<file path="config.mk">
export PLATFORM = sky130hd
export DESIGN_NAME = serial_add_seq_v
export DESIGN_NICKNAME = d
export VERILOG_FILES = /design/src/rtl/serial_add_pkg.sv /design/src/rtl/serial_add_shreg_v.sv /design/src/rtl/serial_add_seq_v.sv
export SDC_FILE = /design/constraint.sdc
export NUM_CORES = 1
export LEC_CHECK = 0
export CAP_MARGIN = 10
export CORE_UTILIZATION = 45
export DETAILED_ROUTE_END_ITERATION = 6
export GPL_TIMING_DRIVEN = 0
export HOLD_SLACK_MARGIN = 0.06
export PLACE_DENSITY = 0.82
export SYNTH_ARGS = -nofsm -noshare
export SYNTH_HDL_FRONTEND = slang
export SYNTH_SLANG_ARGS = --single-unit
export TNS_END_PERCENT = 10
</file>
<file path="constraint.sdc">
create_clock -name i_clk -period 3.35 [get_ports i_clk]
set_input_delay 1.005 -clock i_clk [delete_from_list [all_inputs] [get_ports i_clk]]
set_output_delay 1.005 -clock i_clk [all_outputs]
set_load 0.01 [all_outputs]
</file>
<file path="src/rtl/serial_add_pkg.sv">
// serial_add_pkg: FSM state encoding and default full_adder_v function codes shared by the sequencer and cell.
package serial_add_pkg;
  typedef enum logic [1:0] {
    IDLE  = 2'd0,
    SUM   = 2'd1,
    CARRY = 2'd2,
    DONE  = 2'd3
  } state_t;
  localparam logic [1:0] CODE_SUM   = 2'b00;
  localparam logic [1:0] CODE_CARRY = 2'b01;
endpackage

</file>
<file path="src/rtl/serial_add_shreg_v.sv">
// serial_add_shreg_v: parallel-load, right-shift register with serial in at the MSB and serial out from the LSB.
module serial_add_shreg_v #(
  parameter int W = 8
) (
  input  logic         clk,
  input  logic         rst,
  input  logic         load,
  input  logic         shift,
  input  logic         si,
  input  logic [W-1:0] d,
  output logic [W-1:0] q,
  output logic         so
);
  always_ff @(posedge clk or posedge rst)
    if (rst) q <= '0;
    else if (load) q <= d;
    else if (shift) q <= {si, q[W-1:1]};
  assign so = q[0];
endmodule

</file>
<file path="src/rtl/serial_add_seq_v.sv">
// serial_add_seq_v: bit-serial adder sequencer time-multiplexing one full_adder_v cell (sum then carry per bit).
// Optional signed-overflow output o_ovf is enabled by defining SERIAL_ADD_SEQ_OVF_EN.
module serial_add_seq_v
  import serial_add_pkg::*;
#(
  parameter int         WIDTH      = 8,
  parameter logic [1:0] CODE_SUM   = serial_add_pkg::CODE_SUM,
  parameter logic [1:0] CODE_CARRY = serial_add_pkg::CODE_CARRY
) (
  input  logic             i_clk,
  input  logic             i_rst,
  input  logic             i_start,
  input  logic [WIDTH-1:0] i_a,
  input  logic [WIDTH-1:0] i_b,
  input  logic             i_cin,
  output logic             o_a,
  output logic             o_b,
  output logic             o_c,
  output logic [1:0]       o_code,
  input  logic             i_f,
  output logic             o_busy,
  output logic             o_done,
  output logic [WIDTH-1:0] o_sum,
`ifdef SERIAL_ADD_SEQ_OVF_EN
  output logic             o_ovf,
`endif
  output logic             o_cout
);
  localparam int CW = $clog2(WIDTH);
  state_t state;
  logic [CW-1:0] cnt;
  logic carry, accept, busy, a_so, b_so, unused_sum_so;
  logic [WIDTH-1:0] sum_q, unused_a_q, unused_b_q;
  assign accept = (state == IDLE) && i_start;
  assign busy   = (state == SUM) || (state == CARRY);
  assign o_busy = busy;
  assign o_done = state == DONE;
  assign o_a    = busy & a_so;
  assign o_b    = busy & b_so;
  assign o_c    = busy & carry;
  assign o_code = (state == CARRY) ? CODE_CARRY : CODE_SUM;
  serial_add_shreg_v #(.W(WIDTH)) u_a (
    .clk(i_clk), .rst(i_rst), .load(accept), .shift(state == CARRY), .si(1'b0),
    .d(i_a), .q(unused_a_q), .so(a_so)
  );
  serial_add_shreg_v #(.W(WIDTH)) u_b (
    .clk(i_clk), .rst(i_rst), .load(accept), .shift(state == CARRY), .si(1'b0),
    .d(i_b), .q(unused_b_q), .so(b_so)
  );
  // sum bits enter at the MSB so after WIDTH shifts bit 0 sits in the LSB
  serial_add_shreg_v #(.W(WIDTH)) u_sum (
    .clk(i_clk), .rst(i_rst), .load(accept), .shift(state == SUM), .si(i_f),
    .d('0), .q(sum_q), .so(unused_sum_so)
  );
  always_ff @(posedge i_clk or posedge i_rst)
    if (i_rst) begin
      state  <= IDLE;
      cnt    <= '0;
      carry  <= 1'b0;
      o_sum  <= '0;
      o_cout <= 1'b0;
`ifdef SERIAL_ADD_SEQ_OVF_EN
      o_ovf  <= 1'b0;
`endif
    end else begin
      case (state)
        IDLE: if (i_start) begin
          carry <= i_cin;
          cnt   <= '0;
          state <= SUM;
        end
        SUM: state <= CARRY;
        CARRY: begin
          carry <= i_f;
          cnt   <= cnt + 1'b1;
          state <= (cnt == CW'(WIDTH - 1)) ? DONE : SUM;
          if (cnt == CW'(WIDTH - 1)) begin
            o_sum  <= sum_q;
            o_cout <= i_f;
`ifdef SERIAL_ADD_SEQ_OVF_EN
            o_ovf  <= carry ^ i_f;
`endif
          end
        end
        default: state <= IDLE;
      endcase
    end
endmodule

</file>
# Yosys cells after proc, flatten, opt, wreduce, memory -nomap -nowiden
# Index checks and enable logic that the tools add are counted.
[classes]
add_sub_neg = 1
reduce_logical = 8
mux = 14
bitwise = 3
eq_ne = 5
[ops]
columns = ["operator", "n"]
rows = [
  ["$mux W8", 6],
  ["$pmux W2 S3", 1],
  ["$pmux W3 S2", 1],
  ["$reduce_bool A2 Y1", 3],
  ["$eq A2 B2 Y1 const B", 2],
  ["$mux W2", 2],
  ["$reduce_and A2 Y1", 2],
  ["$add A3 B1 Y3 const B", 1],
  ["$and A1 B1 Y1", 3],
  ["$eq A3 B3 Y1 const B", 1],
  ["$mux W3", 1],
  ["$eq A2 B1 Y1 const B", 1],
  ["$logic_not A2 Y1", 1],
  ["$mux W1", 2],
  ["$ne A2 B2 Y1 const B", 1],
  ["$pmux W1 S2", 1],
  ["$logic_and A1 B1 Y1", 1],
  ["$logic_or A1 B1 Y1", 1],
]
[totals]
out_inout_bits = 16
ff_bits = 39
word_cells = 39
input_bits = 21

# Longest topological paths before layout
[logic_depth]
ltp_word = 3
ltp_mapped = 7
mapped_depth_nobuf = 5

# By module
# From an unflattened synthesis, not the netlist that was laid out.
[unflattened]
cells_unflattened = 167
area_unflattened_um2 = 1928.1
[modules_own_cells]
columns = ["module", "instances", "seq_area_each_um2", "area_per_inst_um2", "cells_per_inst"]
rows = [
  ["serial_add_shreg_v", 3, 200.2, 384.1, 36],
  ["serial_add_seq_v", 1, 375.4, 775.7, 59],
]

# Least setup slack after synthesis
# OpenSTA, ideal clock, no wires.
[synth_timing]
kind = "reg2out"
from = "reg state[0]"
to = "out o_a"
required_ps = 2345
path_buffers = 0
arrival_time_ps = 1037
slack_ps = 1308
path_stages_with_launch = 4
cell_sequence = "dfrtp_1 -> inv_1 -> ha_1 -> and2_1"
[synth_between]
elab_chain_cells = 3
word_cells_on_any_way = 4
cone_classes = "eq/ne (2); bitwise (1); reduce/logical (1)"
[synth_rtl]
columns = ["item", "line", "text"]
rows = [
  ["start: declaration", "serial_add_seq_v.sv:30", "state_t state;"],
  ["start signal: assignment", "serial_add_seq_v.sv:76", "state <= (cnt == CW'(WIDTH - 1)) ? DONE : SUM;"],
  ["$eq A2 B1 Y1 or $eq A2 B2 Y1 (tied branches)", "serial_add_seq_v.sv:35", "assign busy = (state == SUM) || (state == CARRY);"],
  ["$logic_or A1 B1 Y1 (*)", "serial_add_seq_v.sv:35", ""],
  ["via o_busy", "serial_add_seq_v.sv:21", "output logic o_busy,"],
  ["$and A1 B1 Y1 (*)", "serial_add_seq_v.sv:38", "assign o_a = busy & a_so;"],
  ["end: declaration", "serial_add_seq_v.sv:16", "output logic o_a,"],
]
# Mark *: on every way through the listed nets, which the timed path passes. The rest lies on a longest branch.

# Final worst setup path
[layout_timing]
from = "reg state[0]"
to = "out o_b"
[layout_between]
elab_chain_cells = 3
word_cells_on_any_way = 4
cone_classes = "eq/ne (2); bitwise (1); reduce/logical (1)"
[layout_rtl]
columns = ["item", "line", "text"]
rows = [
  ["$eq A2 B1 Y1 or $eq A2 B2 Y1 (tied branches)", "serial_add_seq_v.sv:35", ""],
  ["$logic_or A1 B1 Y1 (*)", "serial_add_seq_v.sv:35", ""],
  ["$and A1 B1 Y1 (*)", "serial_add_seq_v.sv:39", "assign o_b = busy & b_so;"],
  ["end: declaration", "serial_add_seq_v.sv:17", "output logic o_b,"],
]
# Mark *: on every way between the ends. The rest lies on a longest branch, timed or not.

==> run metrics <==
RSZ-0062 raised after global routing no; Post-Route WL 3180 um; crit path max fanout 5; Req. time, crit path 2.34 ns; Worst VDD drop 0.000415 V; diode count 0; CTS hold repair buffers 0; CTS tree built; Max-cap violations 0; pwr dens 732 nW/um2; Crit. End Element primary output; Yosys cell types 27; Tcrit/Tclk final 0.864; layout cells sized above 1 0.159; Setup Skew 0.00492 ns; DR WL/cell 12.7 um; core area 4000 um2; initial DRC count 57; final hold vios 0; via count 1249; first-pass GRT wire length 5370 um; Crit path arrival time 1.89 ns; vias in the first global route 1223; worst-path cell chain inv_1 -> ha_1 -> and2_1 -> clkdlybuf4s50_1; initial core utilization 0.471; ANT nets after route 0; Rel. slew slack 0.478; Pleak 1.21 nW; critical path's slowest cell clkdlybuf4s50_1; H-tree lvl count 2; delay-heaviest family, CP buffers and inverters; status completed; Hold WS 0.475 ns; Clock Path Buffers 2; setup TNS 0 ns; Largest stage delay, worst path 0.54 ns; number of setup buffers added after CTS 0; standard-cell rows 23; Seq/Total Area, Yosys 0.518; largest net degree at the start of global routing 40; post-layout min period 2.89 ns; Final Max Tran Viols 0; # IOs 37; Mean Syn Cell Area 11.9 um2; final setup vio count 0; #FFs+latches synth 39; fmax 346 MHz; Slew @ Worst Pin 0.782 ns; Remaining Overflow, GRT 0; Syn-to-layout area delta 26.7%; clock latency on the worst-skew pair 0.29 ns; hpwl dp 2290 um; syn_nets 188; CP bufs+invs 2; commonest cells after routing, fill and taps aside 39 x dfrtp_1, 34 x clkdlybuf4s50_1, 23 x mux2i_1; Die Y 66.7 um; synthesized instance count 159; DR vias/cell 4.98; CTS Buf Count 5; clk slew on worst S/H paths 0.07 ns; Worst setup SP type flip-flop; GPL Wtd Cong 0.751; most common cell after layout, fill and taps aside dfrtp_1; Nets 229; HP Class reg -> reg; DIE AREA 4450 um2; DRC Markers 0; antenna violations before repair 0; CTS resizes 0; die width 66.7 um; Setup Crit Path Kind reg -> out; Total GRT Usage 0.165; I/O Buffers 34; CTS sink count 39; Root Buffer clkbuf_8; Mapped Area 1880 um2; Synthesis Warnings 0; drt first pass iters 4
-- final cells by class --
type / count / area [um2]
fillers: 331 / 1610
well taps: 50 / 62.6
flip-flops and latches: 39 / 976
clock buffers: 8 / 100
inverters: 4 / 15.0
multi-input cells: 105 / 806
repair buffers: 34 / 340
plain buffers: 11 / 87.6
-- path summary, 6_finish.rpt --
check	startpoint	end	slack (ns)	cells past startpoint
worst min register to register	u_b.q[0]	u_b.q[0]	0.47	2
max in group asynchronous	i_rst	u_a.q[2]	1.66	2
min in group asynchronous	i_rst	o_sum[6]	1.18	2
worst max register to register	state[0]	o_sum[4]	1.70	5
worst min-delay path	u_b.q[0]	u_b.q[0]	0.47	2
worst max-delay path	state[0]	o_b	0.46	4
-- kinds of logic after synthesis --
kind of cell / share of synthesized area
flip-flops: 0.518
AND/OR/NAND/NOR: 0.0936
multiplexers: 0.206
AO/OA/AOI/OAI: 0.0730
buffers and inverters: 0.0544
adder cells (fa/ha/maj): 0.0531
other: 0.00199
-- worst register-to-register path, cell delays in order, from the launching register on --
cell and delay [ns]:
dfrtp_1 0.43, inv_1 0.16, ha_1 0.33, nand2_1 0.14
buf_6 0.18, mux2_4 0.30
-- flip-flops by register name (all words and copies together) (netlist names) --
register,cells
o_sum,8
u_a.q,8
u_b.q,8
u_sum.q,8
cnt,3
state,2
carry,1
o_cout,1
-- power breakdown --
group / switching (mW) / internal, mW / leakage [nW]
clock: 0.153 / 0.188 / 0.0515
combinational: 0.363 / 0.347 / 0.639
sequential: 0.0886 / 0.610 / 0.520
-- routing by layer --
layer	GRT usage	up-vias	part of all wire
met5	0	-	0
met4	0.0638	0	0.010
met3	0.0479	3	0.030
met2	0.244	24	0.45
met1	0.227	606	0.51
li1	-	616	-
-- per-stage QoR --
| stage | total power, mW | worst slack, ns | cell area (um2) | std cells | util |
|---|---|---|---|---|---|
| final | 1.75 | 0.456 | 2390 | 251 | 0.597 |
| after global routing | 1.87 | 0.339 | 2390 | 251 | 0.597 |
| after CTS | 1.76 | 0.432 | 2390 | 251 | 0.597 |
| after detailed placement | 1.42 | 0.763 | 2290 | 243 | 0.572 |
| after global placement | 1.40 | 0.625 | 2290 | 243 | 0.572 |
| after floorplan | 1.20 | 1.31 | 1880 | 159 | - |
-- Yosys cell counts --
library cell / number / area share
a21oi_1: 1 / 0.0027
a21boi_0: 2 / 0.0080
buf_8: 1 / 0.0080
buf_6: 3 / 0.018
a21oi_2: 1 / 0.0046
mux2_4: 9 / 0.072
clkbuf_1: 1 / 0.0020
a221o_1: 1 / 0.0053
nor3b_1: 1 / 0.0040
mux2_2: 2 / 0.012
nand2_4: 1 / 0.0060
mux2i_1: 23 / 0.12
conb_1: 1 / 0.0020
buf_2: 2 / 0.0053
ha_1: 8 / 0.053
buf_4: 2 / 0.0080
inv_1: 4 / 0.0080
nand3_1: 2 / 0.0053
nor2_1: 10 / 0.020
o21ai_1: 4 / 0.011
o21ai_0: 14 / 0.037
nand2b_4: 1 / 0.0073
a22o_1: 1 / 0.0046
dfrtp_1: 39 / 0.52
and2_1: 4 / 0.013
nand2_1: 19 / 0.038
clkbuf_2: 2 / 0.0053
Power figures use the tool's default switching activity.
